<file path="config.mk">
export PLATFORM = sky130hd
export DESIGN_NAME = tron_player_engine_flat
export DESIGN_NICKNAME = d
export VERILOG_FILES = /design/src/rtl/tron_player_engine_if.sv /design/src/rtl/tron_player_engine.sv /design/src/flat_wrapper.sv
export SDC_FILE = /design/constraint.sdc
export NUM_CORES = 1
export LEC_CHECK = 0
export BUFFER_PORTS_ARGS = -buffer_cell sky130_fd_sc_hd__buf_2
export CORE_ASPECT_RATIO = 1.1
export CORE_MARGIN = 4
export CORE_UTILIZATION = 55
export DETAILED_ROUTE_END_ITERATION = 16
export GPL_ROUTABILITY_DRIVEN = 0
export PLACE_DENSITY = 0.73
export SYNTH_ARGS = -nofsm -noshare
export SYNTH_HDL_FRONTEND = slang
export SYNTH_SLANG_ARGS = --single-unit
</file>
<file path="constraint.sdc">
create_clock -name clk -period 8.2 [get_ports clk]
set_input_delay 0.41 -clock clk [delete_from_list [all_inputs] [get_ports clk]]
set_output_delay 0.41 -clock clk [all_outputs]
set_load 0.1 [all_outputs]
</file>
<file path="src/rtl/tron_player_engine_if.sv">
// Pixel plot stream from tron_player_engine to the VGA adapter.
// Master drives the pixel and valid; slave returns ready.
interface tron_player_engine_if #(
  parameter int X_W = 8,
  parameter int Y_W = 7
);
  logic           plot_valid;
  logic           plot_ready;
  logic [X_W-1:0] plot_x;
  logic [Y_W-1:0] plot_y;
  logic [2:0]     plot_colour;

  modport master (
    output plot_valid,
    output plot_x,
    output plot_y,
    output plot_colour,
    input  plot_ready
  );

  modport slave (
    input  plot_valid,
    input  plot_x,
    input  plot_y,
    input  plot_colour,
    output plot_ready
  );
endinterface

</file>
<file path="src/rtl/tron_player_engine.sv">
// Multi-player Tron engine: directions, moves, crashes, pixel stream.
// Define TRON_WRAP_EN to wrap at the screen edges instead of crashing.
module tron_player_engine #(
  parameter int NUM_PLAYERS = 2,
  parameter int X_W = 8,
  parameter int Y_W = 7,
  parameter int X_MAX = 159,
  parameter int Y_MAX = 119,
  parameter logic [NUM_PLAYERS*X_W-1:0] START_X = {8'd100, 8'd25},
  parameter logic [NUM_PLAYERS*Y_W-1:0] START_Y = {7'd100, 7'd25},
  parameter logic [NUM_PLAYERS*2-1:0]   START_DIR = {2'd2, 2'd0},
  parameter logic [NUM_PLAYERS*3-1:0]   COLOURS = {3'b100, 3'b001}
) (
  input  logic                     clk,
  input  logic                     reset,
  input  logic                     go,
  input  logic                     move_tick,
  input  logic [4*NUM_PLAYERS-1:0] dir_req,
  tron_player_engine_if.master     plot,
  output logic [NUM_PLAYERS-1:0]   alive,
  output logic                     game_over,
  output logic                     tick_overrun
);

`ifdef TRON_WRAP_EN
  localparam bit WRAP = 1'b1;
`else
  localparam bit WRAP = 1'b0;
`endif

  localparam int IW = $clog2(NUM_PLAYERS + 1);
  localparam logic [X_W-1:0] XM = X_W'(X_MAX);
  localparam logic [Y_W-1:0] YM = Y_W'(Y_MAX);

  typedef enum logic [2:0] {
    S_IDLE,
    S_RUN,
    S_STEP,
    S_DRAW,
    S_OVER
  } state_t;

  state_t                 r_state;
  logic [X_W-1:0]         r_x   [NUM_PLAYERS];
  logic [Y_W-1:0]         r_y   [NUM_PLAYERS];
  logic [1:0]             r_dir [NUM_PLAYERS];
  logic [NUM_PLAYERS-1:0] r_alive;
  logic                   r_game_over;
  logic                   r_overrun;
  logic                   r_pending;
  logic [IW-1:0]          r_idx;
  logic                   r_valid;
  logic [X_W-1:0]         r_px;
  logic [Y_W-1:0]         r_py;
  logic [2:0]             r_pc;

  logic [1:0]             w_ndir [NUM_PLAYERS];
  logic [X_W-1:0]         w_nx   [NUM_PLAYERS];
  logic [Y_W-1:0]         w_ny   [NUM_PLAYERS];
  logic [X_W-1:0]         w_px   [NUM_PLAYERS];
  logic [Y_W-1:0]         w_py   [NUM_PLAYERS];
  logic [NUM_PLAYERS-1:0] w_oob;
  logic [NUM_PLAYERS-1:0] w_crash;
  logic [NUM_PLAYERS-1:0] w_nalive;
  logic                   w_over;

  logic [IW-1:0]          w_start;
  logic                   w_found;
  logic [IW-1:0]          w_sel;
  logic [X_W-1:0]         w_sx;
  logic [Y_W-1:0]         w_sy;
  logic [2:0]             w_sc;
  logic                   w_load;

  // Next direction, next position and crash flags for every player.
  always_comb begin : c_step
    logic [3:0] v_req;
    logic [1:0] v_rd;
    logic       v_one;
    int         v_cnt;
    v_cnt = 0;
    w_crash = '0;
    w_nalive = '0;
    for (int i = 0; i < NUM_PLAYERS; i++) begin
      v_req = dir_req[4*i +: 4];
      v_one = (v_req != 4'd0) &&
              ((v_req & (v_req - 4'd1)) == 4'd0);
      v_rd = r_dir[i];
      if (v_one) begin
        unique case (1'b1)
          v_req[0]: v_rd = 2'd1;
          v_req[1]: v_rd = 2'd2;
          v_req[2]: v_rd = 2'd0;
          v_req[3]: v_rd = 2'd3;
        endcase
      end
      w_ndir[i] = r_dir[i];
      if (r_alive[i] && v_one &&
          (v_rd != (r_dir[i] ^ 2'd2)))
        w_ndir[i] = v_rd;
      w_nx[i] = r_x[i];
      w_ny[i] = r_y[i];
      w_oob[i] = 1'b0;
      unique case (w_ndir[i])
        2'd0: begin
          if (r_y[i] >= YM) begin
            w_ny[i] = '0;
            w_oob[i] = !WRAP;
          end else
            w_ny[i] = r_y[i] + 1'b1;
        end
        2'd1: begin
          if (r_x[i] >= XM) begin
            w_nx[i] = '0;
            w_oob[i] = !WRAP;
          end else
            w_nx[i] = r_x[i] + 1'b1;
        end
        2'd2: begin
          if (r_y[i] == '0) begin
            w_ny[i] = YM;
            w_oob[i] = !WRAP;
          end else
            w_ny[i] = r_y[i] - 1'b1;
        end
        2'd3: begin
          if (r_x[i] == '0) begin
            w_nx[i] = XM;
            w_oob[i] = !WRAP;
          end else
            w_nx[i] = r_x[i] - 1'b1;
        end
      endcase
    end
    for (int i = 0; i < NUM_PLAYERS; i++) begin
      w_crash[i] = r_alive[i] & w_oob[i];
      for (int j = 0; j < NUM_PLAYERS; j++) begin
        if (i != j && r_alive[i] && r_alive[j] &&
            !w_oob[i] && !w_oob[j] &&
            w_nx[i] == w_nx[j] && w_ny[i] == w_ny[j])
          w_crash[i] = 1'b1;
      end
    end
    for (int i = 0; i < NUM_PLAYERS; i++) begin
      w_nalive[i] = r_alive[i] & ~w_crash[i];
      w_px[i] = w_nalive[i] ? w_nx[i] : r_x[i];
      w_py[i] = w_nalive[i] ? w_ny[i] : r_y[i];
      if (w_nalive[i])
        v_cnt = v_cnt + 1;
    end
    w_over = (v_cnt <= 1);
  end

  // Lowest alive player at or after the draw index; STEP looks ahead.
  assign w_start = (r_state == S_DRAW) ? r_idx : '0;

  always_comb begin : c_sel
    w_found = 1'b0;
    w_sel = '0;
    w_sx = '0;
    w_sy = '0;
    w_sc = '0;
    for (int i = NUM_PLAYERS - 1; i >= 0; i--) begin
      if (((r_state == S_STEP) ? w_nalive[i] : r_alive[i]) &&
          (IW'(i) >= w_start)) begin
        w_found = 1'b1;
        w_sel = IW'(i);
        w_sx = (r_state == S_STEP) ? w_px[i] : r_x[i];
        w_sy = (r_state == S_STEP) ? w_py[i] : r_y[i];
        w_sc = COLOURS[3*i +: 3];
      end
    end
  end

  assign w_load = (r_state == S_IDLE && go) ||
                  (r_state == S_STEP) ||
                  (r_state == S_DRAW &&
                   (!r_valid || plot.plot_ready));

  always_ff @(posedge clk) begin
    if (reset) begin
      r_state <= S_IDLE;
      for (int i = 0; i < NUM_PLAYERS; i++) begin
        r_x[i] <= START_X[i*X_W +: X_W];
        r_y[i] <= START_Y[i*Y_W +: Y_W];
        r_dir[i] <= START_DIR[i*2 +: 2];
      end
      r_alive <= '1;
      r_game_over <= 1'b0;
      r_overrun <= 1'b0;
      r_pending <= 1'b0;
      r_idx <= '0;
      r_valid <= 1'b0;
      r_px <= '0;
      r_py <= '0;
      r_pc <= '0;
    end else begin
      unique case (r_state)
        S_IDLE: begin
          if (go)
            r_state <= S_DRAW;
        end
        S_RUN: begin
          if (move_tick || r_pending)
            r_state <= S_STEP;
        end
        S_STEP: begin
          for (int i = 0; i < NUM_PLAYERS; i++) begin
            r_x[i] <= w_px[i];
            r_y[i] <= w_py[i];
            r_dir[i] <= w_ndir[i];
          end
          r_alive <= w_nalive;
          if (w_over)
            r_game_over <= 1'b1;
          r_state <= S_DRAW;
        end
        S_DRAW: begin
          if (w_load && !w_found)
            r_state <= r_game_over ? S_OVER : S_RUN;
        end
        S_OVER: begin
          r_state <= S_OVER;
        end
        default: r_state <= S_IDLE;
      endcase

      if (w_load) begin
        r_valid <= w_found;
        r_idx <= w_sel + 1'b1;
        if (w_found) begin
          r_px <= w_sx;
          r_py <= w_sy;
          r_pc <= w_sc;
        end
      end

      // One-deep tick buffer while busy; a second tick is lost.
      if (r_state == S_RUN)
        r_pending <= r_pending & move_tick;
      else if ((r_state == S_STEP || r_state == S_DRAW) &&
               move_tick) begin
        if (r_pending)
          r_overrun <= 1'b1;
        else
          r_pending <= 1'b1;
      end
    end
  end

  assign plot.plot_valid = r_valid;
  assign plot.plot_x = r_px;
  assign plot.plot_y = r_py;
  assign plot.plot_colour = r_pc;
  assign alive = r_alive;
  assign game_over = r_game_over;
  assign tick_overrun = r_overrun;

endmodule
</file>
<file path="src/flat_wrapper.sv">
// flat-port wrapper written by rule: the top's interface ports become plain ports
module tron_player_engine_flat 
#(
  parameter int NUM_PLAYERS = 2,
  parameter int X_W = 8,
  parameter int Y_W = 7,
  parameter int X_MAX = 159,
  parameter int Y_MAX = 119,
  parameter logic [NUM_PLAYERS*X_W-1:0] START_X = {8'd100, 8'd25},
  parameter logic [NUM_PLAYERS*Y_W-1:0] START_Y = {7'd100, 7'd25},
  parameter logic [NUM_PLAYERS*2-1:0]   START_DIR = {2'd2, 2'd0},
  parameter logic [NUM_PLAYERS*3-1:0]   COLOURS = {3'b100, 3'b001}
)
  (clk, reset, go, move_tick, dir_req, alive, game_over, tick_overrun, plot_plot_valid, plot_plot_x, plot_plot_y, plot_plot_colour, plot_plot_ready);
  tron_player_engine_if #(.X_W(X_W), .Y_W(Y_W)) plot_i ();
  input  logic clk;
  input  logic reset;
  input  logic go;
  input  logic move_tick;
  input  logic [4*NUM_PLAYERS-1:0] dir_req;
  output logic [NUM_PLAYERS-1:0] alive;
  output logic game_over;
  output logic tick_overrun;
  output wire logic [$bits(plot_i.plot_valid)-1:0] plot_plot_valid;
  output wire logic [$bits(plot_i.plot_x)-1:0] plot_plot_x;
  output wire logic [$bits(plot_i.plot_y)-1:0] plot_plot_y;
  output wire logic [$bits(plot_i.plot_colour)-1:0] plot_plot_colour;
  input wire logic [$bits(plot_i.plot_ready)-1:0] plot_plot_ready;
  assign plot_plot_valid = plot_i.plot_valid;
  assign plot_plot_x = plot_i.plot_x;
  assign plot_plot_y = plot_i.plot_y;
  assign plot_plot_colour = plot_i.plot_colour;
  assign plot_i.plot_ready = plot_plot_ready;
  tron_player_engine #(.NUM_PLAYERS(NUM_PLAYERS), .X_W(X_W), .Y_W(Y_W), .X_MAX(X_MAX), .Y_MAX(Y_MAX), .START_X(START_X), .START_Y(START_Y), .START_DIR(START_DIR), .COLOURS(COLOURS)) u_core (.clk(clk), .reset(reset), .go(go), .move_tick(move_tick), .dir_req(dir_req), .plot(plot_i), .alive(alive), .game_over(game_over), .tick_overrun(tick_overrun));
endmodule
</file>
Word-level counts from Yosys, hierarchy flattened. Memory sizes are Yosys's and may differ from the RTL's. Cells that the tools add are included.

Register bits after elaboration: 29. Bits in latches: 0. Bits in writable memories: 34. Memory bits (read-only): 0. Input bits: 13. Output and inout port bits: 23. Memories: 3.

Add/subtract/negate cells: 12. Multiply operators: 0. Divide/modulo/power cells: 0. $lt $le $gt $ge: 7. Equality and inequality tests: 19. Shift operators: 0. Mux-type cells: 71. Bitwise gates (word level): 18. Reduce and logical (&&, ||, !) cells: 46.

Memories: u_core.r_x (depth 2, bits a word 8, read ports 2, clocked after memory_dff 0, wr ports 2, line tron_player_engine.sv:44) `logic [X_W-1:0] r_x [NUM_PLAYERS];`; u_core.r_y (depth 2, bits a word 7, read ports 2, clocked after memory_dff 0, wr ports 2, line tron_player_engine.sv:45) `logic [Y_W-1:0] r_y [NUM_PLAYERS];`; u_core.r_dir (depth 2, bits a word 2, read ports 2, clocked after memory_dff 0, wr ports 2, line tron_player_engine.sv:46) `logic [1:0] r_dir [NUM_PLAYERS];`.

Operator list (number): $mux W8 (12); $mux W7 (12); $le A32 B2 Y1 const B (1); $mux W32 (1); $pmux W8 S2 (2); $pmux W7 S2 (2); $mux W1 (24); $logic_and A1 B1 Y1 (21); $mux W3 (6); $add A8 B1 Y8 const B (2); $eq A8 B8 Y1 (2); $ge A8 B8 Y1 const B (2); $logic_not A8 Y1 (2); $pmux W2 S4 (2); $sub A8 B1 Y8 const B (2); $pmux W3 S5 (1); $add A7 B1 Y7 const B (2); $eq A7 B7 Y1 (2); $ge A7 B7 Y1 const B (2); $logic_not A7 Y1 (2); $mux W2 (7); $sub A7 B1 Y7 const B (2); $and A4 B4 Y4 (2); $eq A2 B2 Y1 const B (4); 23 further kinds (56).

Longest topological paths before layout. Gate-level depths: netlist of the first run.

Word-level depth: 26. Depth in mapped cells: 16. Gate-level depth less buffers: 13.

Worst setup path before layout of the first run. No wires, ideal clock.

Path type: reg-to-reg. Start: reg u_core.r_alive[0], in the netlist u_core.alive[0]. End: mem u_core.r_x[0][0], data pin. Arrival time: 4.186 ns. Data required time: 7.928 ns. Path slack: 3.742 ns. Stages on the path, launching flop included: 14. Buffers on the path: 2. Path through: dfxtp_1 > nand2b_1 > o41ai_2 > o21ai_1 > or4_1 > a32oi_2 > xor2_1 > nand4_1 > nor4_4 > buf_2 > nor2_1 > clkbuf_1 > nand2_1 > o211ai_1.

RTL lines: start, declared (line tron_player_engine.sv:47) `logic [NUM_PLAYERS-1:0] r_alive;`; start signal, assigned (line tron_player_engine.sv:213) `r_alive <= w_nalive;`; end, declared (line tron_player_engine.sv:44).

Worst setup path after layout of the first run.
Start: reg u_core.r_alive[1], in the netlist u_core.alive[1]. End: reg u_core.r_px[1], in the netlist u_core.plot.plot_x[1].

Word-level cells in the longest chain between the ends: 18.

RTL lines: branches (longest 18 deep; another with $pmux W8 S2); end signal, assigned (line tron_player_engine.sv:232) `r_px <= w_sx;`; end, declared (line tron_player_engine.sv:53) `logic [X_W-1:0] r_px;`.

Several ways; the timed one is not identified. A chain may end at the register's enable or synchronous reset.

==> impl_metrics.csv, run 1 <==
group,metric,value,unit
sta,slew_violations,0,
power_and_ir_drop,power.density,212,mW/mm2
clock_tree,cts_resized,0,
clock_tree,cts_max_path_buffers,2,
global_routing,overflow,0,
cells_and_area,layout-drive-gt1-share,0.119,
power_and_ir_drop,leakagePower,2.28,nW
global_routing,grt_pass1_wl,25400,um
synthesis,synth_cell_types,76,
sta,setup_viol,0,
power_and_ir_drop,power,1.25,mW
clock_tree,cts_tree,"yes",
global_routing,grt_pass1_vias,4987,
die,dieArea,0.0116,mm2
worst_setup_path,path_depth,11,
worst_setup_path,startpoint_type,"register",
route,drc,0,
clock_tree,htree_levels,3,
synthesis,synth_area_leaders,"edfxtp_1 (19%), dfxtp_1 (10%), nor2_1 (6.6%)",
place,place_hpwl,11100,um
run,maxCapViolCount,0,
sta,slew_headroom,0.174,
die,start_util,0.575,
clock_tree,cts_inserted_buffers,9,
cells_and_area,diodes,0,
clock_tree,ctsHoldBuffers,0,
clock_tree,cts_setup_buffers,0,
worst_setup_path,path_buf_inv,0,
power_and_ir_drop,worst_ir_drop_vdd,0.125,mV
synthesis,synth_nets,729,
cells_and_area,fin_nets,724,
global_routing,gr-usage-all-layers,0.270,
run_status,status,"complete, no violations",
synthesis,synth_ff_type,"edfxtp_1",
route,finalWirelength,15500,um
global_routing,grt_max_degree,33,
synthesis,synth_top_area_share,0.186,
route,drt_iter0_markers,358,
route,final_antenna_net_count,0,
sta,hold_ws,373,ps
worst_setup_path,critPathKind,"register to register",
clock_tree,clkTransAtPathRegs,80,ps
worst_setup_path,critPathCaptureType,"register",
die,core,0.00954,mm2
synthesis,seq_area_frac_synth,0.288,
synthesis,syn-instance-count,708,
die,die_w,103,um
hold_path,min_path_type,"input port to register",
worst_setup_path,cpLargestDelayFamily,"compound AO/OA/AOI/OAI gates",
clock_tree,clkSinkCount,62,
worst_setup_path,crit_path_top_delay_cell,"nor4_4",
sta,fin_crit,5190,ps
die,die-height,113,um
worst_setup_path,crit_chain,"or3b_2 > o22ai_1 > or2_2 > o311ai_0 > a21boi_0 > and3b_1 > nand4_1 > nor4_4 > a21oi_2 > mux2i_1 > a2111oi_0",
sta,hold_violations,0,
sta,rsz0062_at_grt,"false",
place,io_buffer_count,34,
route,post_drt_wl_per_cell,18.8,um
sta,setup_tns,0,ps
route,via_count,5511,
die,io_pins,36,
global_routing,antenna_found_initial,0,
sta,fin_crit_sh,0.633,
hold_path,hold_path_depth,3,
die,rows,37,
cells_and_area,num-fill-cells,839,
route,dr.pass1.iters,7,
sta,tightest_slew,1230,ps
cells_and_area,layout_common_cells,"nor2_1 (97), nand2_1 (63), buf_2 (34), edfxtp_1 (34)",
cells_and_area,area_growth,7.83,%
worst_setup_path,reg2reg_depth,11,
worst_setup_path,critPathMaxStageDelay,870,ps
route,vias_per_cell,6.68,
clock_tree,insertion_delay,370,ps
synthesis,yosysTopAreaCell,"edfxtp_1",
cells_and_area,mostFrequentLayoutCell,"nor2_1",
sta,max_clock_freq,193,MHz
worst_setup_path,crit_fanout,18,
worst_setup_path,critPathRequiredTime,8450,ps
clock_tree,cts_root_buf,"clkbuf_8",
synthesis,ys_ff_latch,62,
synthesis,yosys_warnings,0,
synthesis,synth_edf_count,34,
synthesis,synth_area,0.00548,mm2
sta,finClkSkew,11.4,ps
synthesis,syn_avg_cell_area,7.75,um2
worst_setup_path,cp_data_arrival_time,5440,ps
synthesis,postSynth.asyncResetShare,0,
worst paths after layout:
path	start	end	slack, ps
max	u_core.alive[1]	u_core.plot.plot_x[1]	3010
min	move_tick	u_core.tick_overrun	370
max reg2reg	u_core.alive[1]	u_core.plot.plot_x[1]	3010
min reg2reg	u_core.tick_overrun	u_core.tick_overrun	480
metal layers:
metal / vias to the layer above / wire length, um / GRT usage
met2: 234 / 7420 / 0.430
met1: 2595 / 6580 / 0.370
met5: - / 0 / 0
li1: 2654 / - / -
met4: 0 / 374 / 0.105
met3: 28 / 1100 / 0.0351
synth_stat cells, drive strengths merged (4+ instances only):
cell type  count
nor2          97
nand2         63
clkbuf        48
edfxtp        34
o21ai         31
a211oi        30
dfxtp         28
a21oi         26
inv           25
mux2i         25
nand3         24
nor3          20
o211ai        20
a221oi        14
and3          14
buf           11
a31oi         10
xor2          10
nand2b         9
nand4          9
ha             8
nor2b          8
nor4           8
or3            8
nor3b          7
o22ai          7
xnor2          7
a22o           6
or2            6
or3b           6
a221o          5
and2           5
mux2           5
o211a          5
o21a           5
o311ai         5
o31ai          5
a211o          4
a2bb2oi        4
cells by family after synthesis:
group	synth area share
simple gates	0.271
compound gates	0.279
buf+inv	0.0598
flops	0.288
mux	0.0559
xor+xnor	0.0271
fa+ha+maj	0.0183
other cells	0.000684
report_power, final:
| group | internal [mW] | switching (mW) |
|---|---|---|
| sequential | 0.363 | 0.0451 |
| clock | 0.234 | 0.138 |
| combinational | 0.136 | 0.337 |
| total | 0.733 | 0.520 |
cell type report:
| cell class | count | area, um2 | share of cell area |
|---|---|---|---|
| tap | 117 | 146 | 0.0248 |
| timing repair buffer | 43 | 238 | 0.0402 |
| clock buffer | 9 | 124 | 0.0209 |
| inverter | 25 | 93.8 | 0.0159 |
| clock inverter | 7 | 145 | 0.0245 |
| sequential | 62 | 1580 | 0.267 |
| multi-input combinational | 562 | 3580 | 0.606 |
worst min-delay path, stage by stage:
cell	delay (ps)
buf_2	110
a41oi_1	110
nor2_1	70
sequential cells by signal, summed over array words and instances, names as in the netlist:
name	flops
u_core.r_x	16
u_core.r_y	14
u_core.plot.plot_x	8
u_core.plot.plot_y	7
u_core.r_dir	4
u_core.r_state	3
u_core.alive	2
u_core.plot.plot_colour	2
u_core.r_idx	2
u_core.game_over	1
u_core.plot.plot_valid	1
u_core.r_pending	1
u_core.tick_overrun	1
through the flow:
| step | area, um2 | setup WS, ps | utilization | std cells |
|---|---|---|---|---|
| 2_1_floorplan | 5480 | 3740 | - | 708 |
| 3_3_place_gp | 5640 | 3280 | 0.592 | 809 |
| 3_5_place_dp | 5640 | 3060 | 0.592 | 809 |
| 4_1_cts | 5910 | 3100 | 0.620 | 825 |
| 5_1_grt | 5910 | 2590 | 0.620 | 825 |
| 6_report | 5910 | 3010 | 0.620 | 825 |
(Power assumes the default switching activity.)
==> run 2: changes to the inputs <==
==> constraint.sdc (replaced) <==
create_clock -name clk -period 5.2 [get_ports clk]
set_input_delay 0.26 -clock clk [delete_from_list [all_inputs] [get_ports clk]]
set_output_delay 0.26 -clock clk [all_outputs]
set_load 0.1 [all_outputs]
==> impl_metrics.csv, run 2 (same netlist as run 1, synthesis figures left out) <==
group,metric,value,unit
run_status,status,"complete, no violations",
cells_and_area,final-seq-area,0.00158,mm2
clock_tree,cts_inserted_buffers,9,
die,start_util,0.575,
clock_tree,htree_levels,3,
power_and_ir_drop,internal-power,991,uW
power_and_ir_drop,pwr-share-comb,0.426,
die,rows,37,
cells_and_area,largest-register,"u_core.r_x",
clock_tree,clkTransAtPathRegs,70,ps
power_and_ir_drop,swShare,0.449,
worst_setup_path,cp_data_arrival_time,4930,ps
global_routing,gr-usage-all-layers,0.281,
place,dpl.cell_count,816,
sta,rsz0062_at_grt,"false",
clock_tree,cts_root_buf,"clkbuf_8",
cells_and_area,diodes,0,
clock_tree,ctsHoldBuffers,0,
global_routing,grt_pass1_vias,5250,
route,finalWirelength,16100,um
sta,hold_violations,0,
clock_tree,insertion_delay,350,ps
route,post_drt_wl_per_cell,19.3,um
sta,tightest_slew,1390,ps
place,place_ws,602,ps
worst_setup_path,critPathCaptureType,"register",
die,dieArea,0.0116,mm2
cells_and_area,finalNonFillerCells,832,
power_and_ir_drop,power.density,306,mW/mm2
route,final_antenna_net_count,0,
clock_tree,cts_setup_buffers,0,
cells_and_area,fin_nets,731,
worst_setup_path,crit_fanout,17,
route,vias_per_cell,6.76,
global_routing,antenna_found_initial,0,
cells_and_area,area_growth,7.10,%
global_routing,grt_pass1_wl,26200,um
route,drc,0,
sta,setup_viol,0,
cells_and_area,num-fill-cells,872,
power_and_ir_drop,leakagePower,2.28,nW
sta,fin_crit_sh,0.897,
power_and_ir_drop,clockPowerShare,0.218,
hold_path,min_path_type,"input port to register",
worst_setup_path,critPathKind,"register to register",
power_and_ir_drop,pwr-share-seq,0.356,
die,io_pins,36,
clock_tree,cts_max_path_buffers,2,
power_and_ir_drop,p_switching,808,uW
clock_tree,cts_tree,"yes",
die,die_w,103,um
cells_and_area,layout-drive-gt1-share,0.126,
cells_and_area,mostFrequentLayoutCell,"nor2_1",
route,via_count,5624,
cells_and_area,largest_register_ffs,16,
clock_tree,clkSinkCount,62,
sta,slew_headroom,0.0683,
sta,finalWorstSetupSlack,535,ps
sta,slew_violations,0,
cells_and_area,layout_common_cells,"nor2_1 (97), nand2_1 (63), buf_2 (34), edfxtp_1 (34)",
sta,setup_tns,0,ps
cells_and_area,multi_input_area,0.00358,mm2
global_routing,grt_max_degree,35,
sta,finClkSkew,11.4,ps
die,die-height,113,um
clock_tree,cts_resized,0,
sta,fin_crit,4660,ps
place,io_buffer_count,34,
worst_setup_path,critPathRequiredTime,5460,ps
run,maxCapViolCount,0,
power_and_ir_drop,power,1.80,mW
power_and_ir_drop,worst_ir_drop_vdd,0.179,mV
route,dr.pass1.iters,7,
die,core,0.00954,mm2
global_routing,overflow,0,
route,drt_iter0_markers,436,
place,place_hpwl,11700,um
sta,max_clock_freq,214,MHz
worst_setup_path,startpoint_type,"register",
==> run 2: changes by cell type in the layout (fill, tap and decap cells not counted) <==
cell        before  now
buf_4            9   16
bufinv_16        4    0
clkinv_2         0    3
clkbuf_8         9   11
clkbuf_1         0    1
clkinv_4         1    0
clkinvlp_4       1    0
inv_4            0    1
inv_6            1    0
==> run 2: through the flow <==
stage | utilization | cell area, um2 | hold slack (ps)
2_1_floorplan | - | 5480 | 440
3_3_place_gp | 0.597 | 5700 | 458
3_5_place_dp | 0.597 | 5700 | 470
4_1_cts | 0.616 | 5870 | 242
5_1_grt | 0.616 | 5870 | 291
6_report | 0.616 | 5870 | 267
==> run 2: final timing paths <==
path                startpoint  depth (start not counted)  slack, ps                    end
min                  move_tick                          3        270    u_core.tick_overrun
max            u_core.alive[0]                         12        540  u_core.plot.plot_y[5]
max reg2reg    u_core.alive[0]                         12        540  u_core.plot.plot_y[5]
min reg2reg  u_core.r_state[2]                          1        480      u_core.r_state[1]
==> run 2: cell type report <==
class                      instances  area share
sequential                        62       0.269
clock inverter                     4     0.00362
timing repair buffer              50      0.0494
multi-input combinational        562       0.610
tap                              117      0.0249
inverter                          25      0.0160
clock buffer                      12      0.0264
==> run 2: worst max-delay path, stage by stage, from the launching register on <==
cell and delay (ps):
dfxtp_1 550, nand2b_1 210, o41ai_2 640, o21a_1 510, o21ai_0 160, a211oi_1 540
xnor2_1 120, nand4_1 140, nor4_4 60, buf_4 200, a21oi_2 770, mux2_2 440
a311oi_2 230
==> run 2: power by group through the flow <==
stage	clock network [mW]	logic [mW]	registers, mW
finish	0.392	0.766	0.641
global route	0.420	0.821	0.649
CTS	0.396	0.758	0.639
detailed placement	0	0.755	0.649
global placement	0	0.743	0.647
floorplan	0	0.433	0.798
==> run 2: layer usage <==
| layer | share of wire | GRT usage | routed length (um) | up-vias |
|---|---|---|---|---|
| li1 | - | - | - | 2660 |
| met4 | 0.025 | 0.0976 | 397 | 0 |
| met3 | 0.079 | 0.0469 | 1270 | 40 |
| met1 | 0.41 | 0.375 | 6550 | 2647 |
| met2 | 0.49 | 0.457 | 7840 | 277 |
| met5 | 0 | 0 | 0 | - |
==> run 3: changes to the inputs <==
==> constraint.sdc (replaced) <==
create_clock -name clk -period 5.2 [get_ports clk]
set_input_delay 0.52 -clock clk [delete_from_list [all_inputs] [get_ports clk]]
set_output_delay 0.52 -clock clk [all_outputs]
set_load 0.1 [all_outputs]
==> impl_metrics.csv, run 3 (same netlist as run 1, synthesis figures left out) <==
group,metric,value,unit
die,die-height,113,um
hold_path,hold_path_depth,2,
cells_and_area,largest_register_ffs,16,
hold_path,hold_end,"u_core.tick_overrun",
cells_and_area,area_growth,7.69,%
sta,fin_crit,4680,ps
cells_and_area,largest-register,"u_core.r_x",
worst_setup_path,critPathRequiredTime,5460,ps
sta,slew_headroom,0.157,
clock_tree,htree_levels,3,
cells_and_area,layout_common_cells,"nor2_1 (97), nand2_1 (63), buf_2 (34), edfxtp_1 (34)",
sta,hold_violations,0,
cells_and_area,num-fill-cells,884,
route,finalWirelength,15600,um
worst_setup_path,critPathKind,"register to register",
route,final_antenna_net_count,0,
sta,setup_tns,0,ps
worst_setup_path,startpoint_type,"register",
global_routing,overflow,0,
worst_setup_path,path_buf_inv,1,
global_routing,grt_pass1_vias,5013,
route,post_drt_wl_per_cell,18.7,um
cells_and_area,layout-drive-gt1-share,0.128,
place,dpl_cell_area,0.00572,mm2
worst_setup_path,crit_chain,"or3b_1 > a211oi_2 > o21a_1 > o31ai_1 > a221o_1 > xor2_1 > nand4_1 > nor4_4 > buf_4 > nor3_1 > a221oi_1 > a211oi_1",
route,drc,0,
run_status,status,"complete, no violations",
worst_setup_path,critPathMaxStageDelay,960,ps
cells_and_area,fin_area,0.00591,mm2
die,die_w,103,um
global_routing,grt_max_degree,35,
worst_setup_path,timing.rr.start,"u_core.r_dir[0][0]",
clock_tree,cts_resized,0,
worst_setup_path,cpLargestDelayFamily,"compound AO/OA/AOI/OAI gates",
power_and_ir_drop,leakagePower,2.29,nW
sta,setup_viol,0,
run,maxCapViolCount,0,
worst_setup_path,crit_path_top_delay_cell,"nor3_1",
route,drt_iter0_markers,558,
sta,finClkSkew,11.4,ps
global_routing,grt_pass1_wl,25600,um
sta,tightest_slew,1260,ps
clock_tree,clkTransAtPathRegs,70,ps
die,core,0.00954,mm2
worst_setup_path,critPathCaptureType,"register",
clock_tree,ctsHoldBuffers,0,
worst_setup_path,rr_endpoint,"u_core.plot.plot_x[2]",
worst_setup_path,crit_fanout,17,
sta,slew_violations,0,
clock_tree,insertion_delay,350,ps
route,dr.pass1.iters,5,
die,rows,37,
sta,rsz0062_at_grt,"false",
clock_tree,cts_max_path_buffers,2,
clock_tree,cts_root_buf,"clkbuf_8",
sta,max_clock_freq,214,MHz
place,dpl.cell_count,819,
clock_tree,clkSinkCount,62,
clock_tree,cts_setup_buffers,0,
worst_setup_path,reg2reg_slack,520,ps
global_routing,gr-usage-all-layers,0.274,
cells_and_area,mostFrequentLayoutCell,"nor2_1",
place,place_hpwl,11400,um
cells_and_area,fin_nets,734,
global_routing,antenna_found_initial,0,
die,io_pins,36,
clock_tree,cts_tree,"yes",
worst_setup_path,cp-startpoint,"u_core.r_dir[0][0]",
power_and_ir_drop,worst_ir_drop_vdd,0.164,mV
place,io_buffer_count,34,
route,via_count,5556,
die,start_util,0.575,
die,dieArea,0.0116,mm2
cells_and_area,diodes,0,
power_and_ir_drop,power.density,307,mW/mm2
sta,fin_crit_sh,0.900,
worst_setup_path,reg2reg_depth,12,
hold_path,hp-start,"u_core.tick_overrun",
clock_tree,cts_inserted_buffers,9,
hold_path,min_path_type,"register to register",
worst_setup_path,cp_data_arrival_time,4940,ps
route,vias_per_cell,6.65,
cells_and_area,finalNonFillerCells,835,
[run 3: layer usage]
| metal | GRT usage | part of all wire | up-vias |
|---|---|---|---|
| met5 | 0 | 0 | - |
| met4 | 0.0959 | 0.024 | 0 |
| met3 | 0.0469 | 0.073 | 38 |
| met2 | 0.439 | 0.48 | 246 |
| met1 | 0.370 | 0.42 | 2606 |
| li1 | - | - | 2666 |
[run 3: cell type report]
| class | instances | area [um2] | share of cell area |
|---|---|---|---|
| clock buffers | 13 | 170 | 0.0288 |
| flip-flops and latches | 62 | 1580 | 0.268 |
| well taps | 117 | 146 | 0.0248 |
| repair buffers | 53 | 313 | 0.0530 |
| multi-input cells | 562 | 3580 | 0.607 |
| clock inverters | 3 | 16.3 | 0.00275 |
| inverters | 25 | 93.8 | 0.0159 |
[run 3: worst max-delay path by stage]
| stage | to | slack, ps | cells after the start |
|---|---|---|---|
| after global routing | u_core.plot.plot_y[1] | 50 | 12 |
| after floorplan | u_core.r_x[0][0] | 740 | 13 |
| after detailed placement | u_core.plot.plot_y[1] | 340 | 13 |
| after global placement | u_core.plot.plot_x[3] | 560 | 13 |
| final | u_core.plot.plot_x[2] | 520 | 12 |
| after CTS | u_core.plot.plot_y[1] | 610 | 12 |
[run 3: power by group]
| part | internal (mW) | total [mW] | switching, mW |
|---|---|---|---|
| Clock | 0.214 | 0.405 | 0.191 |
| Sequential | 0.572 | 0.640 | 0.0675 |
| Combinational | 0.226 | 0.765 | 0.539 |
[run 3: worst register-to-register path: stages (launching register included)]
cell	delay, ps
edfxtp_1	510
or3b_1	410
a211oi_2	420
o21a_1	550
o31ai_1	160
a221o_1	440
xor2_1	180
nand4_1	160
nor4_4	60
buf_4	190
nor3_1	960
a221oi_1	240
a211oi_1	310
[run 3: through the flow]
stage	hold WS (ps)	util	setup slack (ps)	power (mW)
after global placement	456	0.600	564	1.39
after global routing	497	0.619	45.8	1.90
after floorplan	440	-	742	1.23
after CTS	479	0.619	611	1.81
after detailed placement	466	0.600	340	1.40
final	480	0.619	522	1.81
